$ cat src/rtl/sequence_feeder.sv
// sequence_feeder: buffers a sequence of numbers and replays it one entry per step,
// aborting playback when the downstream state machine reports game over.
module sequence_feeder #(
   parameter int WIDTH       = 4,
   parameter int DEPTH       = 6,
   parameter int HOLD_CYCLES = 1,
   parameter int IDLE_VALUE  = 0,
   localparam int CW = $clog2(DEPTH+1)
) (
   input  logic             clock,
   input  logic             reset,
   input  logic             wr_en,
   input  logic [WIDTH-1:0] wr_data,
   input  logic             start,
   input  logic             clear,
   input  logic [1:0]       game_state,
   output logic [WIDTH-1:0] number,
   output logic             step_strobe,
   output logic             busy,
   output logic             done,
   output logic             aborted,
   output logic             overflow,
   output logic             full,
   output logic             empty,
   output logic [CW-1:0]    count
);
   localparam int PW = DEPTH > 1 ? $clog2(DEPTH) : 1;
   localparam int HW = HOLD_CYCLES > 1 ? $clog2(HOLD_CYCLES) : 1;
   localparam logic [WIDTH-1:0] IDLE_NUM = WIDTH'(IDLE_VALUE);
   localparam logic [HW-1:0] HOLD_LOAD = HW'(HOLD_CYCLES-1);

   typedef enum logic {IDLE, PLAY} state_t;

   state_t state, state_n;
   logic [WIDTH-1:0] mem [DEPTH];
   logic [PW-1:0] wr_ptr, wr_ptr_n, rd_idx, rd_idx_n;
   logic [HW-1:0] hold, hold_n;
   logic [CW-1:0] count_n;
   logic [WIDTH-1:0] number_n;
   logic strobe_n, done_n, aborted_n, overflow_n, we;

   assign busy  = state == PLAY;
   assign full  = count == CW'(DEPTH);
   assign empty = count == '0;

   always_comb begin
      state_n    = state;
      count_n    = count;
      wr_ptr_n   = wr_ptr;
      rd_idx_n   = rd_idx;
      hold_n     = hold;
      number_n   = number;
      strobe_n   = 1'b0;
      done_n     = 1'b0;
      aborted_n  = aborted;
      overflow_n = overflow;
      we         = 1'b0;
      if (clear) begin
         state_n    = IDLE;
         count_n    = '0;
         wr_ptr_n   = '0;
         number_n   = IDLE_NUM;
         aborted_n  = 1'b0;
         overflow_n = 1'b0;
      end else if (state == IDLE) begin
         if (start && !empty) begin
            state_n   = PLAY;
            rd_idx_n  = '0;
            number_n  = mem[0];
            strobe_n  = 1'b1;
            hold_n    = HOLD_LOAD;
            aborted_n = 1'b0;
         end else if (wr_en) begin
            overflow_n = overflow | full;
            we         = !full;
            wr_ptr_n   = full ? wr_ptr : wr_ptr + PW'(1);
            count_n    = full ? count : count + CW'(1);
         end
      end else if (game_state == 2'b11) begin
         state_n   = IDLE;
         number_n  = IDLE_NUM;
         aborted_n = 1'b1;
      end else if (hold != '0) begin
         hold_n = hold - HW'(1);
      end else if (CW'(rd_idx) + CW'(1) < count) begin
         rd_idx_n = rd_idx + PW'(1);
         number_n = mem[rd_idx + PW'(1)];
         strobe_n = 1'b1;
         hold_n   = HOLD_LOAD;
      end else begin
         state_n  = IDLE;
         number_n = IDLE_NUM;
         done_n   = 1'b1;
      end
   end

   always_ff @(posedge clock) begin
      if (reset) begin
         state       <= IDLE;
         count       <= '0;
         wr_ptr      <= '0;
         rd_idx      <= '0;
         hold        <= '0;
         number      <= IDLE_NUM;
         step_strobe <= 1'b0;
         done        <= 1'b0;
         aborted     <= 1'b0;
         overflow    <= 1'b0;
      end else begin
         state       <= state_n;
         count       <= count_n;
         wr_ptr      <= wr_ptr_n;
         rd_idx      <= rd_idx_n;
         hold        <= hold_n;
         number      <= number_n;
         step_strobe <= strobe_n;
         done        <= done_n;
         aborted     <= aborted_n;
         overflow    <= overflow_n;
      end
   end

   // Storage is not reset: count alone decides which entries are valid.
   always_ff @(posedge clock) begin
      if (we) mem[wr_ptr] <= wr_data;
   end
endmodule
$ cat config.mk
export PLATFORM = sky130hd
export DESIGN_NAME = sequence_feeder
export DESIGN_NICKNAME = d
export VERILOG_FILES = /design/src/rtl/sequence_feeder.sv
export SDC_FILE = /design/constraint.sdc
export NUM_CORES = 1
export LEC_CHECK = 0
export ABC_AREA = 1
export BUFFER_PORTS_ARGS = -buffer_cell sky130_fd_sc_hd__clkbuf_2
export CAP_MARGIN = 25
export CORE_MARGIN = 1.5
export CORE_UTILIZATION = 55
export DETAILED_ROUTE_END_ITERATION = 8
export HOLD_SLACK_MARGIN = 0.12
export PLACE_DENSITY = 0.82
export SYNTH_ARGS = -nofsm -noshare
export SYNTH_HDL_FRONTEND = slang
export SYNTH_SLANG_ARGS = --single-unit
$ cat constraint.sdc
create_clock -name clock -period 2.52 [get_ports clock]
set_clock_uncertainty 0.15 [all_clocks]
set_input_delay 0.504 -clock clock [delete_from_list [all_inputs] [get_ports clock]]
set_output_delay 0.504 -clock clock [all_outputs]
set_load 0.05 [all_outputs]
### Yosys cells after proc, flatten, opt, wreduce, memory -nomap -nowiden

Memory sizes are Yosys's and may differ from the RTL's.
Index checks and enable logic that the tools add are counted.

* memories: 1
* flip-flop bits (word level): 19
* input port bits: 11
* memory bits (writable): 24
* output and inout port bits: 14

Memories
* mem: depth 6, width 4, read ports 2, clocked after Yosys merged registers in 0, write ports 1, RTL line 35 `logic [WIDTH-1:0] mem [DEPTH];`

* muxes and demuxes: 31
* order comparisons: 1
* $add $sub $neg: 4
* reduce and logical (&&, ||, !) cells: 13
* bitwise operators: 5
* equality and inequality tests: 7

Operator list (count)
* $mux W1: 21
* $mux W4: 5
* $mux W3: 5
* $add A3 B1 Y3 const B: 3
* $reduce_and A3 Y1: 2
* $reduce_and A5 Y1: 1
* $reduce_or A5 Y1: 1
* $ne A2 B1 Y1 const B: 2
* $ne A2 B2 Y1 const B: 2
* $not A1 Y1: 4
* $reduce_and A2 Y1: 2
* $reduce_and A4 Y1: 1
* $eq A3 B3 Y1 const B: 1
* $logic_not A3 Y1: 1
* $lt A3 B3 Y1: 1
* $ne A3 B2 Y1 const B: 1
* $eq A2 B2 Y1 const B: 1
* $logic_not A1 Y1: 2
* $reduce_bool A2 Y1: 1
* $reduce_or A2 Y1: 1
* $logic_and A1 B1 Y1: 1
* $or A1 B1 Y1: 1
* $sub A1 B1 Y1 const B: 1

### Logic depth before layout (Yosys ltp)

Gate-level depths: netlist (run 1).

* word-level depth: 8
* mapped depth: 11
* mapped depth without buffers: 11

### Worst setup path before layout (run 1)

Ideal clock, no wire load.

* path kind: reg-to-reg
* start: register rd_idx[0]
* end: register rd_idx[0]
* path buffers: 0
* data required time: 2.257 ns
* library setup time: 0.113 ns
* path slack: 0.241 ns
* stages on the path, launching flop included: 11
* data arrival time: 2.017 ns
* clock period less this slack: 2.279 ns
* cells stage by stage: dfxtp_1 ha_1 xnor2_1 inv_1 ha_1 a21oi_1 nand3_2 nand2_2 nand2_2 nor2_1 nor2_1

* word-level cells in the longest chain between the ends: 5
* elaborated cells on any way between the ends: 8
* those cells by class: 1 x add/sub; 1 x order compare; 1 x eq/ne; 4 x mux; 1 x reduce/logical

RTL lines
* from (decl): RTL line 36 `logic [PW-1:0] wr_ptr, wr_ptr_n, rd_idx, rd_idx_n;`
* from (signal assigned): RTL line 113 `rd_idx <= rd_idx_n;`
* $add A3 B1 Y3 *: RTL line 85, 86
* branches (longest 4 deep; another with $lt A3 B3 Y1)

Mark *: on every way between the ends. The select of a mux whose other input is x is not followed.
A chain may end at the register's enable or synchronous reset.

### Worst setup path in the final report (run 1)

* start: register count[0]
* end: memory mem[5][3], enable pin

* word-level cells in the longest chain between the ends: 8
* elaborated cells on any way between the ends: 11
* those cells by class: 1 x eq/ne; 6 x mux; 4 x reduce/logical

RTL lines
* from (decl): RTL line 25 `output logic [CW-1:0] count`
* from (signal assigned): RTL line 111 `count <= count_n;`
* $eq A3 B3 Y1 / $logic_not A3 Y1 (equally long branches): RTL line 43, 44
* $logic_not A1 Y1 (on tied branches): RTL line 75, 66
* $mux W1 / $logic_and A1 B1 Y1 (equally long branches): RTL line 73, 66
* $mux W1 *: RTL line 66 `if (start && !empty) begin`
* $mux W1 *: RTL line 65 `end else if (state == IDLE) begin`
* $mux W1 *: RTL line 58 `if (clear) begin`
* $mux W1 *: RTL line 125 `if (we) mem[wr_ptr] <= wr_data;`
* $mux W1 (not written as such) *: RTL line 125
* to (decl): RTL line 35

Mark *: on every way between the ends. The rest lies on a longest branch, timed or not.

==> out/qor.csv, run 1 <==
stage,metric,value,unit
run_status,outcome,completed,
synthesis,most numerous cell in the Yosys netlist,nand2_1,
synthesis,dominant cell type by area after synthesis,edfxtp_1,
drt,Antenna Violating Nets Remaining,0,
sta,max frequency,452,MHz
sta,number of max-slew violations in the final report,0,
die,Die W,61.6,um
synthesis,count of cell types in the netlist,20,
clock_tree,number of buffers added for setup after CTS,0,
finish,layout cells sized above 1,16.9,%
sta,RSZ-0062 raised after global routing,no,
flow_run,number of max-cap violations,0,
grt,vias in the first global route,1226,
sta,transition time at the pin with the least slew margin,0.436,ns
die,boundary pin count,25,
drt,detailed route wirelength on metal3,225,um
finish,Antenna Cells,0,
synthesis,"FF+latch count, synth",41,
drt,DR top layer,met4,
hold_path,Hold Crit Class,input port to flip-flop,
die,floorplan die height,61.6,um
clock_tree,clk slew on worst S/H paths,0.13,ns
clock_tree,CTS root buf,clkbuf_4,
drt,via count,1486,
finish,share of the core filled with cells in the final layout,63.9,%
synthesis,cell types with the largest area share after synthesis,"edfxtp_1 (38%), dfxtp_1 (18%), nand2_1 (10%)",
pwr,worst vdd ir,0.339,mV
clock_tree,Clock Latency Late Sink,0.36,ns
clock_tree,"buffers from clock root to sink, at most",2,
drt,remaining design rule violation count,0,
clock_tree,number of H-tree levels,2,
drt,via density per instance,5.05,
placed_design,Placement Cell Area,2060,sq um
drt,Metal-1 WL,1760,um
grt,Overflow after GRT,0,
setup_path,CP Max Fanout,10,
synthesis,post-synthesis cell count,217,
clock_tree,post-cts hold buffer count,0,
setup_path,Worst setup EP type,flip-flop,
synthesis,top flip-flop cell by instance count after synthesis,edfxtp_1,
sta,Slew headroom,70.7,%
sta,Final Critical Period,2.21,ns
clock_tree,CTS tree,built,
setup_path,Critical Path Source Type,flip-flop,
die,core area,3310,sq um
sta,final setup TNS,0,ns
die,area of the die,3790,sq um
synthesis,commonest cells in the netlist,"nand2_1 (52), nor2_1 (45), edfxtp_1 (24)",
finish,area of all placed cells without fillers,2120,sq um
synthesis,average footprint of a synthesized cell,8.69,sq um
sta,final hold vios,0,
synthesis,syn nets,235,
placed_design,final estimated routing congestion in global placement,0.890,
sta,number of setup violations in the final report,0,
die,initial cell density of the core,57.0,%
setup_path,worst setup path class,flip-flop to flip-flop,
die,standard-cell rows,21,
clock_tree,post-cts repair resize count,0,
synthesis,sequential element share of the synthesized area,56.3,%
hold_path,Hold Crit Depth,2,
synthesis,portion of synthesized cell area occupied by the leading cell type,38.2,%
finish,Final nets,265,
clock_tree,CTS buffer count,5,
grt,Total GRT Usage,20.9,%
finish,Register Area,1060,sq um
grt,number of antenna violations at the first check in global routing,0,
synthesis,synth warn,0,
finish,fillcell total,288,
drt,number of search-and-repair iterations in the first detailed-routing pass,5,
finish,footprint of the multi-input gates,717,sq um
clock_tree,clock net sink count,41,
placed_design,buffers added on ports,24,
synthesis,Synth async-reset ratio,0,%
finish,synthesis-to-layout area growth,12.2,%
setup_path,arrival time of data at the critical path endpoint,2.09,ns
synthesis,area of the mapped netlist,1890,sq um
drt,Avg WL per Cell,12.7,um
pwr,leakage component of the power,0.942,nW
setup_path,CP required,2.40,ns
grt,global-route wire length before repair,5500,um
drt,DR iter-0 viols,113,
placed_design,half-perimeter wire length after placement,2750,um
pwr,Power per Cell Area,563,nW/um^2
grt,largest net degree at the start of global routing,16,
setup_path,depth of the worst register-to-register path,8,
sta,final clock period utilization by the worst path,87.9,%
synthesis,count of flip-flops with a built-in enable after synthesis,24,
drt,total routed wirelength,3740,um
drt,DR WL met2,1680,um
[cell families (layout without fill, tap and decap cells)]
kind of cell,count (synthesis),in the layout,share of synthesized area [%]
AO/OA/AOI/OAI,22,22,6.24
XOR/XNOR,3,3,1.39
adder cells (fa/ha/maj),7,7,4.64
buffers and inverters,27,58,5.71
flip-flops,41,41,56.3
AND/OR/NAND/NOR,117,117,25.7
[power breakdown]
part           switching [mW]  total [mW]  internal (mW)  leakage [nW]
clock                   0.222       0.327          0.106        0.0326
combinational          0.0954       0.135         0.0399         0.554
sequential            0.00816       0.728          0.720         0.355
[path summary, 6_finish.rpt]
check                             start                endpoint  slack (ns)
setup / recovery  count[0]$_SDFFE_PP0P_     mem[5][3]$_DFFE_PP_        0.31
hold / removal                    reset  step_strobe$_SDFF_PP0_        0.19
setup reg to reg  count[0]$_SDFFE_PP0P_     mem[5][3]$_DFFE_PP_        0.31
hold reg to reg   overflow$_SDFFE_PP0P_   overflow$_SDFFE_PP0P_        0.31
[flip-flops by register name, indices dropped and copies added (netlist names)]
| signal | count |
|---|---|
| mem | 24 |
| number | 4 |
| count | 3 |
| rd_idx | 3 |
| wr_ptr | 3 |
| aborted | 1 |
| done | 1 |
| overflow | 1 |
| step_strobe | 1 |
[placed cells by master, fill, tap and decap left out, drive strengths merged]
cell / count
nand2: 54
xor2: 2
dfxtp: 17
clkbuf: 29
buf: 2
nor3: 2
ha: 7
o21ai: 8
clkinv: 3
a21oi: 14
nor2: 46
xnor2: 1
nand3: 15
inv: 24
edfxtp: 24
[through the flow]
step | hold WS, ns | instances | setup slack (ns) | power (mW)
detailed placement | 0.291 | 286 | 0.341 | 0.877
global placement | 0.286 | 286 | 0.364 | 0.874
finish | 0.190 | 294 | 0.306 | 1.19
floorplan | 0.306 | 217 | 0.241 | 0.835
CTS | 0.187 | 294 | 0.308 | 1.19
global route | 0.172 | 294 | 0.137 | 1.24
[per-layer routing]
metal | vias up | global-route usage [%]
li1 | 759 | -
met1 | 660 | 27.4
met2 | 59 | 31.3
met3 | 8 | 7.35
met4 | 0 | 9.12
met5 | - | 0
[critical path, cell delays in order, from the launching register on]
cell and delay [ns]:
dfxtp_1 0.36, inv_1 0.12, ha_1 0.21, a21oi_2 0.09, nor2_2 0.23, nand3_4 0.19, inv_1 0.11, nand2_1 0.10
nor2_1 0.32
[cell type report]
class / count / area share [%]
Clock buffer: 5 / 1.77
Clock inverter: 3 / 0.828
Inverter: 24 / 4.26
Multi-Input combinational cell: 149 / 33.9
Sequential cell: 41 / 50.1
Tap cell: 46 / 2.72
Timing Repair Buffer: 26 / 6.39
No activity file was read; power rests on OpenSTA's default activity.
==> run 2, diff against run 1 <==
--- a/config.mk
+++ b/config.mk
@@ -9,10 +9,10 @@
 export BUFFER_PORTS_ARGS = -buffer_cell sky130_fd_sc_hd__clkbuf_2
 export CAP_MARGIN = 25
 export CORE_MARGIN = 1.5
-export CORE_UTILIZATION = 55
+export CORE_UTILIZATION = 51
 export DETAILED_ROUTE_END_ITERATION = 8
 export HOLD_SLACK_MARGIN = 0.12
-export PLACE_DENSITY = 0.82
+export PLACE_DENSITY = 0.8
 export SYNTH_ARGS = -nofsm -noshare
 export SYNTH_HDL_FRONTEND = slang
 export SYNTH_SLANG_ARGS = --single-unit
==> constraint.sdc (replaced) <==
create_clock -name clock -period 1.77 [get_ports clock]
set_clock_uncertainty 0.15 [all_clocks]
set_input_delay 0.354 -clock clock [delete_from_list [all_inputs] [get_ports clock]]
set_output_delay 0.354 -clock clock [all_outputs]
set_load 0.05 [all_outputs]
==> out/qor.csv, run 2 (synthesis gave the netlist of run 1 again) <==
stage,metric,value,unit
setup_path,Crit-path slowest cell,dfxtp_2,
setup_path,Critical Path Source Type,flip-flop,
grt,Total GRT Usage,23.2,%
drt,Antenna Violating Nets Remaining,0,
setup_path,worst setup path class,flip-flop to flip-flop,
placed_design,DP Worst Slack,-0.0807,ns
setup_path,dominant delay contributor by cell family on the critical path,adder cells,
die,initial cell density of the core,54.8,%
die,floorplan die height,63.8,um
finish,"most common cell after layout, fill and taps aside",nand2_1,
placed_design,half-perimeter wire length after placement,2860,um
finish,layout cells sized above 1,32.8,%
clock_tree,number of H-tree levels,2,
finish,largest registers,"mem: 24 flops, number: 4 flops",
drt,DR iter-0 viols,125,
finish,area of all placed cells without fillers,2540,sq um
pwr,post-layout power,2.08,mW
setup_path,arrival time of data at the critical path endpoint,1.88,ns
sta,RSZ-0062 raised after global routing,yes,
clock_tree,Clock Latency Late Sink,0.29,ns
finish,synthesis-to-layout area growth,34.6,%
pwr,leakage component of the power,1.09,nW
sta,final clock period utilization by the worst path,104,%
sta,transition time at the pin with the least slew margin,0.436,ns
drt,total routed wirelength,4610,um
setup_path,chain of cells forming the critical path,ha_4 -> xnor2_4 -> inv_2 -> ha_4 -> nand3_2 -> nand3_4 -> nand2_4 -> a21oi_1 -> nor2_1,
grt,largest net degree at the start of global routing,16,
finish,final standard cell count with taps included and fillers excluded,311,
clock_tree,CTS buffer count,5,
sta,final setup TNS,-0.182,ns
drt,via density per instance,5.24,
setup_path,delay of the slowest critical-path stage,0.35,ns
placed_design,Post-Place Cells,295,
sta,Final Critical Period,1.84,ns
setup_path,Critical Path Most Common Cell,ha_4,
sta,hold_ws,0.178,ns
clock_tree,clock net sink count,41,
finish,fillcell total,239,
pwr,Power per Cell Area,819,nW/um^2
die,area of the die,4070,sq um
setup_path,CP Max Fanout,5,
sta,Slew headroom,70.7,%
pwr,worst vdd ir,0.620,mV
grt,vias in the first global route,1529,
finish,flip-flop count of the largest register after layout,24,
grt,global-route wire length before repair,7170,um
placed_design,buffers added on ports,24,
finish,"top library cells by usage in the layout, fill and taps aside","nand2_1 (49), nor2_1 (38), edfxtp_1 (24)",
sta,number of setup violations in the final report,5,
drt,remaining design rule violation count,0,
grt,number of antenna violations at the first check in global routing,0,
setup_path,CP required,1.81,ns
clock_tree,CTS root buf,clkbuf_8,
placed_design,Placement Cell Area,2260,sq um
setup_path,number of buffer and inverter instances along the worst setup path,1,
setup_path,Worst setup EP type,flip-flop,
finish,Final nets,282,
sta,worst-case setup margin in the final layout,-0.0708,ns
clock_tree,"buffers from clock root to sink, at most",2,
sta,max frequency,543,MHz
sta,number of max-slew violations in the final report,0,
run_status,violated checks,setup timing,
sta,final hold vios,0,
grt,Overflow after GRT,0,
finish,Antenna Cells,0,
drt,number of search-and-repair iterations in the first detailed-routing pass,4,
die,boundary pin count,25,
die,Die W,63.8,um
die,core area,3440,sq um
finish,largest reg by FF count,mem,
drt,Avg WL per Cell,14.8,um
finish,share of the core filled with cells in the final layout,73.8,%
drt,via count,1631,
clock_tree,clk slew on worst S/H paths,0.08,ns
hold_path,Hold Crit Class,input port to flip-flop,
clock_tree,CTS tree,built,
die,standard-cell rows,21,
flow_run,number of max-cap violations,0,
run_status,outcome,finished with violations,
placed_design,final estimated routing congestion in global placement,0.878,
[run 2: final timing paths]
path	from	slack, ns	to	cells past startpoint
worst max-delay path	rd_idx[0]$_SDFFE_PP0P_	-0.07	rd_idx[1]$_SDFFE_PP0P_	9
worst min-delay path	wr_data[3]	0.18	mem[0][3]$_DFFE_PP_	1
worst max register to register	rd_idx[0]$_SDFFE_PP0P_	-0.07	rd_idx[1]$_SDFFE_PP0P_	9
worst min register to register	overflow$_SDFFE_PP0P_	0.31	overflow$_SDFFE_PP0P_	2
[run 2: worst reg2reg max path, stage by stage, from the launching register on]
cell and delay [ns]:
dfxtp_2 0.35, ha_4 0.17, xnor2_4 0.14, inv_2 0.07, ha_4 0.29, nand3_2 0.12, nand3_4 0.12, nand2_4 0.09
a21oi_1 0.17, nor2_1 0.07
[run 2: power breakdown]
part / switching [mW] / total, mW / internal (mW) / leakage (nW)
Sequential: 0.0155 / 1.04 / 1.02 / 0.358
Combinational: 0.178 / 0.284 / 0.106 / 0.675
Clock: 0.334 / 0.756 / 0.422 / 0.0543
[run 2: cell type report]
class / instances / area (sq um) / area share (%)
clock inverters: 3 / 46.3 / 1.82
well taps: 46 / 57.6 / 2.27
clock buffers: 5 / 68.8 / 2.71
multi-input cells: 149 / 898 / 35.4
inverters: 24 / 100 / 3.94
flip-flops and latches: 41 / 1070 / 42.2
repair buffers: 43 / 295 / 11.6
[run 2: layer usage]
layer / global-route usage [%] / vias up / part of all wire [%]
met2: 37.5 / 72 / 49
met3: 5.11 / 17 / 6.7
li1: - / 793 / -
met1: 29.7 / 749 / 41
met5: 0 / - / 0
met4: 10.9 / 0 / 3.7
[run 2: what timing repair did]
action                                  in CTS  in global routing
setup buffers                                3                  4
gates resized for setup                     14                  9
pin swaps                                    5                  8
endpoints found under the setup margin      10                 19
hold buffers                                 1                  0
hold endpoints to repair                     1                  0
==> run 3, diff against run 2 <==
--- a/config.mk
+++ b/config.mk
@@ -9,10 +9,11 @@
 export BUFFER_PORTS_ARGS = -buffer_cell sky130_fd_sc_hd__clkbuf_2
 export CAP_MARGIN = 25
 export CORE_MARGIN = 1.5
-export CORE_UTILIZATION = 51
+export CORE_UTILIZATION = 50
+export CTS_BUF_LIST = sky130_fd_sc_hd__clkbuf_4 sky130_fd_sc_hd__clkbuf_8 sky130_fd_sc_hd__clkbuf_16
 export DETAILED_ROUTE_END_ITERATION = 8
 export HOLD_SLACK_MARGIN = 0.12
-export PLACE_DENSITY = 0.8
+export PLACE_DENSITY = 0.78
 export SYNTH_ARGS = -nofsm -noshare
 export SYNTH_HDL_FRONTEND = slang
 export SYNTH_SLANG_ARGS = --single-unit
==> out/qor.csv, run 3 (synthesis gave the netlist of run 1 again) <==
stage,metric,value,unit
setup_path,beginning of the worst register-to-register path,rd_idx[1]$_SDFFE_PP0P_,
sta,max frequency,518,MHz
drt,Avg WL per Cell,13.9,um
die,Die W,64.4,um
drt,via density per instance,5.06,
placed_design,final estimated routing congestion in global placement,0.879,
finish,fillcell total,273,
sta,Final Critical Period,1.93,ns
setup_path,CP required,1.86,ns
setup_path,depth of the worst register-to-register path,10,
drt,total routed wirelength,4360,um
sta,number of setup violations in the final report,7,
sta,hold_ws,0.166,ns
finish,"most common cell after layout, fill and taps aside",nand2_1,
sta,final clock period utilization by the worst path,109,%
finish,largest reg by FF count,mem,
clock_tree,Clock Latency Late Sink,0.30,ns
drt,remaining design rule violation count,0,
drt,via count,1583,
clock_tree,CTS buffer count,5,
setup_path,worst setup path class,flip-flop to flip-flop,
placed_design,DP Worst Slack,-0.139,ns
grt,number of antenna violations at the first check in global routing,0,
die,standard-cell rows,22,
finish,Final nets,282,
pwr,logic gate share of total power,14.1,%
pwr,Power per Cell Area,783,nW/um^2
setup_path,arrival time of data at the critical path endpoint,2.02,ns
setup_path,end of the worst register-to-register path,number[3]$_SDFFE_PP0P_,
flow_run,number of max-cap violations,0,
die,floorplan die height,64.4,um
finish,"top library cells by usage in the layout, fill and taps aside","nand2_1 (48), nor2_1 (34), edfxtp_1 (24)",
clock_tree,clk slew on worst S/H paths,0.09,ns
sta,RSZ-0062 raised after global routing,yes,
grt,global-route wire length before repair,6860,um
drt,DR iter-0 viols,141,
pwr,leakage component of the power,1.09,nW
die,boundary pin count,25,
placed_design,half-perimeter wire length after placement,2910,um
finish,largest registers,"mem: 24 flops, number: 4 flops",
setup_path,Setup crit start,rd_idx[1]$_SDFFE_PP0P_,
hold_path,Hold Crit Class,input port to flip-flop,
sta,final hold vios,0,
finish,flip-flop count of the largest register after layout,24,
grt,Total GRT Usage,21.9,%
drt,number of search-and-repair iterations in the first detailed-routing pass,4,
die,area of the die,4150,sq um
hold_path,start point of the worst min-delay path,wr_data[1],
sta,Slew headroom,74.8,%
clock_tree,clock net sink count,41,
pwr,internal power consumption,1.43,mW
clock_tree,"buffers from clock root to sink, at most",2,
pwr,clock network fraction of design power,33.3,%
placed_design,buffers added on ports,24,
pwr,register share of total power,52.6,%
finish,Antenna Cells,0,
setup_path,Critical Path Source Type,flip-flop,
drt,Antenna Violating Nets Remaining,0,
run_status,outcome,finished with violations,
grt,vias in the first global route,1470,
sta,transition time at the pin with the least slew margin,0.378,ns
run_status,violated checks,setup timing,
setup_path,minimum setup slack among reg-to-reg paths,-0.16,ns
setup_path,Worst setup EP type,flip-flop,
sta,number of max-slew violations in the final report,0,
finish,layout cells sized above 1,35.5,%
grt,largest net degree at the start of global routing,17,
setup_path,CP Max Fanout,4,
pwr,worst vdd ir,0.554,mV
sta,worst-case setup margin in the final layout,-0.159,ns
grt,Overflow after GRT,0,
hold_path,Hold Crit Depth,1,
hold_path,worst-case hold path end point,mem[4][1]$_DFFE_PP_,
clock_tree,number of H-tree levels,2,
finish,synthesis-to-layout area growth,33.7,%
clock_tree,CTS tree,built,
pwr,net switching power,0.547,mW
clock_tree,CTS root buf,clkbuf_8,
die,core area,3630,sq um
die,initial cell density of the core,51.9,%
pwr,fraction of power spent switching nets,27.7,%
## run 3: cell count changes in the layout (fill, tap and decap cells not counted), sizes merged
cell / before / now
bufinv: 1 / 0
clkinv: 1 / 0
inv: 24 / 27
buf: 19 / 20
clkinvlp: 1 / 0
clkbuf: 28 / 27
## run 3: layout make-up
class	instances	area [sq um]	share of cell area [%]
Multi-Input combinational cell	149	910	36.1
Tap cell	48	60.1	2.38
Clock inverter	3	28.8	1.14
Sequential cell	41	1070	42.6
Inverter	24	95.1	3.77
Clock buffer	5	68.8	2.73
Timing Repair Buffer	43	285	11.3
## run 3: worst max path at each step
stage / end / slack (ns) / cells past startpoint
after global placement: rd_idx[0]$_SDFFE_PP0P_ / -0.04 / 11
after global routing: rd_idx[2]$_SDFFE_PP0P_ / -0.21 / 11
after floorplan: rd_idx[0]$_SDFFE_PP0P_ / -0.1 / 10
after detailed placement: rd_idx[0]$_SDFFE_PP0P_ / -0.14 / 11
after CTS: number[0]$_SDFFE_PP0P_ / -0.09 / 10
final: number[3]$_SDFFE_PP0P_ / -0.16 / 10
## run 3: metal layers
metal,share of wire (%),wire length [um],up-vias,track usage (%)
met3,5.2,226,11,4.69
met5,0,0,-,0
li1,-,-,792,-
met2,50,2170,51,35.9
met1,43,1890,729,29.4
met4,1.6,70,0,6.38
## run 3: what timing repair did
| item | 4_1_cts | 5_1_grt |
|---|---|---|
| pin swaps | 4 | 4 |
| endpoints found under the setup margin | 9 | 20 |
| setup buffers | 3 | 4 |
| hold buffers | 1 | 0 |
| resized for setup | 9 | 18 |
| hold endpoints to repair | 1 | 0 |
## run 3: stage by stage
stage | cell area (sq um) | power, mW | setup TNS, ns | instances | utilization (%)
floorplan | 2020 | 1.21 | -0.376 | 217 | -
global placement | 2260 | 1.29 | -0.0549 | 297 | 62.3
detailed placement | 2260 | 1.29 | -0.291 | 297 | 62.3
CTS | 2440 | 1.96 | -0.362 | 309 | 67.1
global route | 2520 | 2.06 | -1.31 | 313 | 69.4
finish | 2520 | 1.97 | -0.771 | 313 | 69.4
## run 3: power by group through the flow
stage | registers [mW] | logic [mW] | clock network (mW)
2_1_floorplan | 1.07 | 0.140 | 0
3_3_place_gp | 1.06 | 0.231 | 0
3_5_place_dp | 1.06 | 0.235 | 0
4_1_cts | 1.04 | 0.258 | 0.664
5_1_grt | 1.04 | 0.303 | 0.711
6_report | 1.04 | 0.278 | 0.658
## run 3: worst max-delay path, cell delays in order (launching register included)
cell and delay, ns:
dfxtp_2 0.35, ha_4 0.17, xnor2_4 0.14, inv_2 0.08, ha_4 0.23, a21oi_4 0.18, nand3_4 0.11, buf_4 0.15
nor2_2 0.10, nand2_1 0.08, a21oi_2 0.12
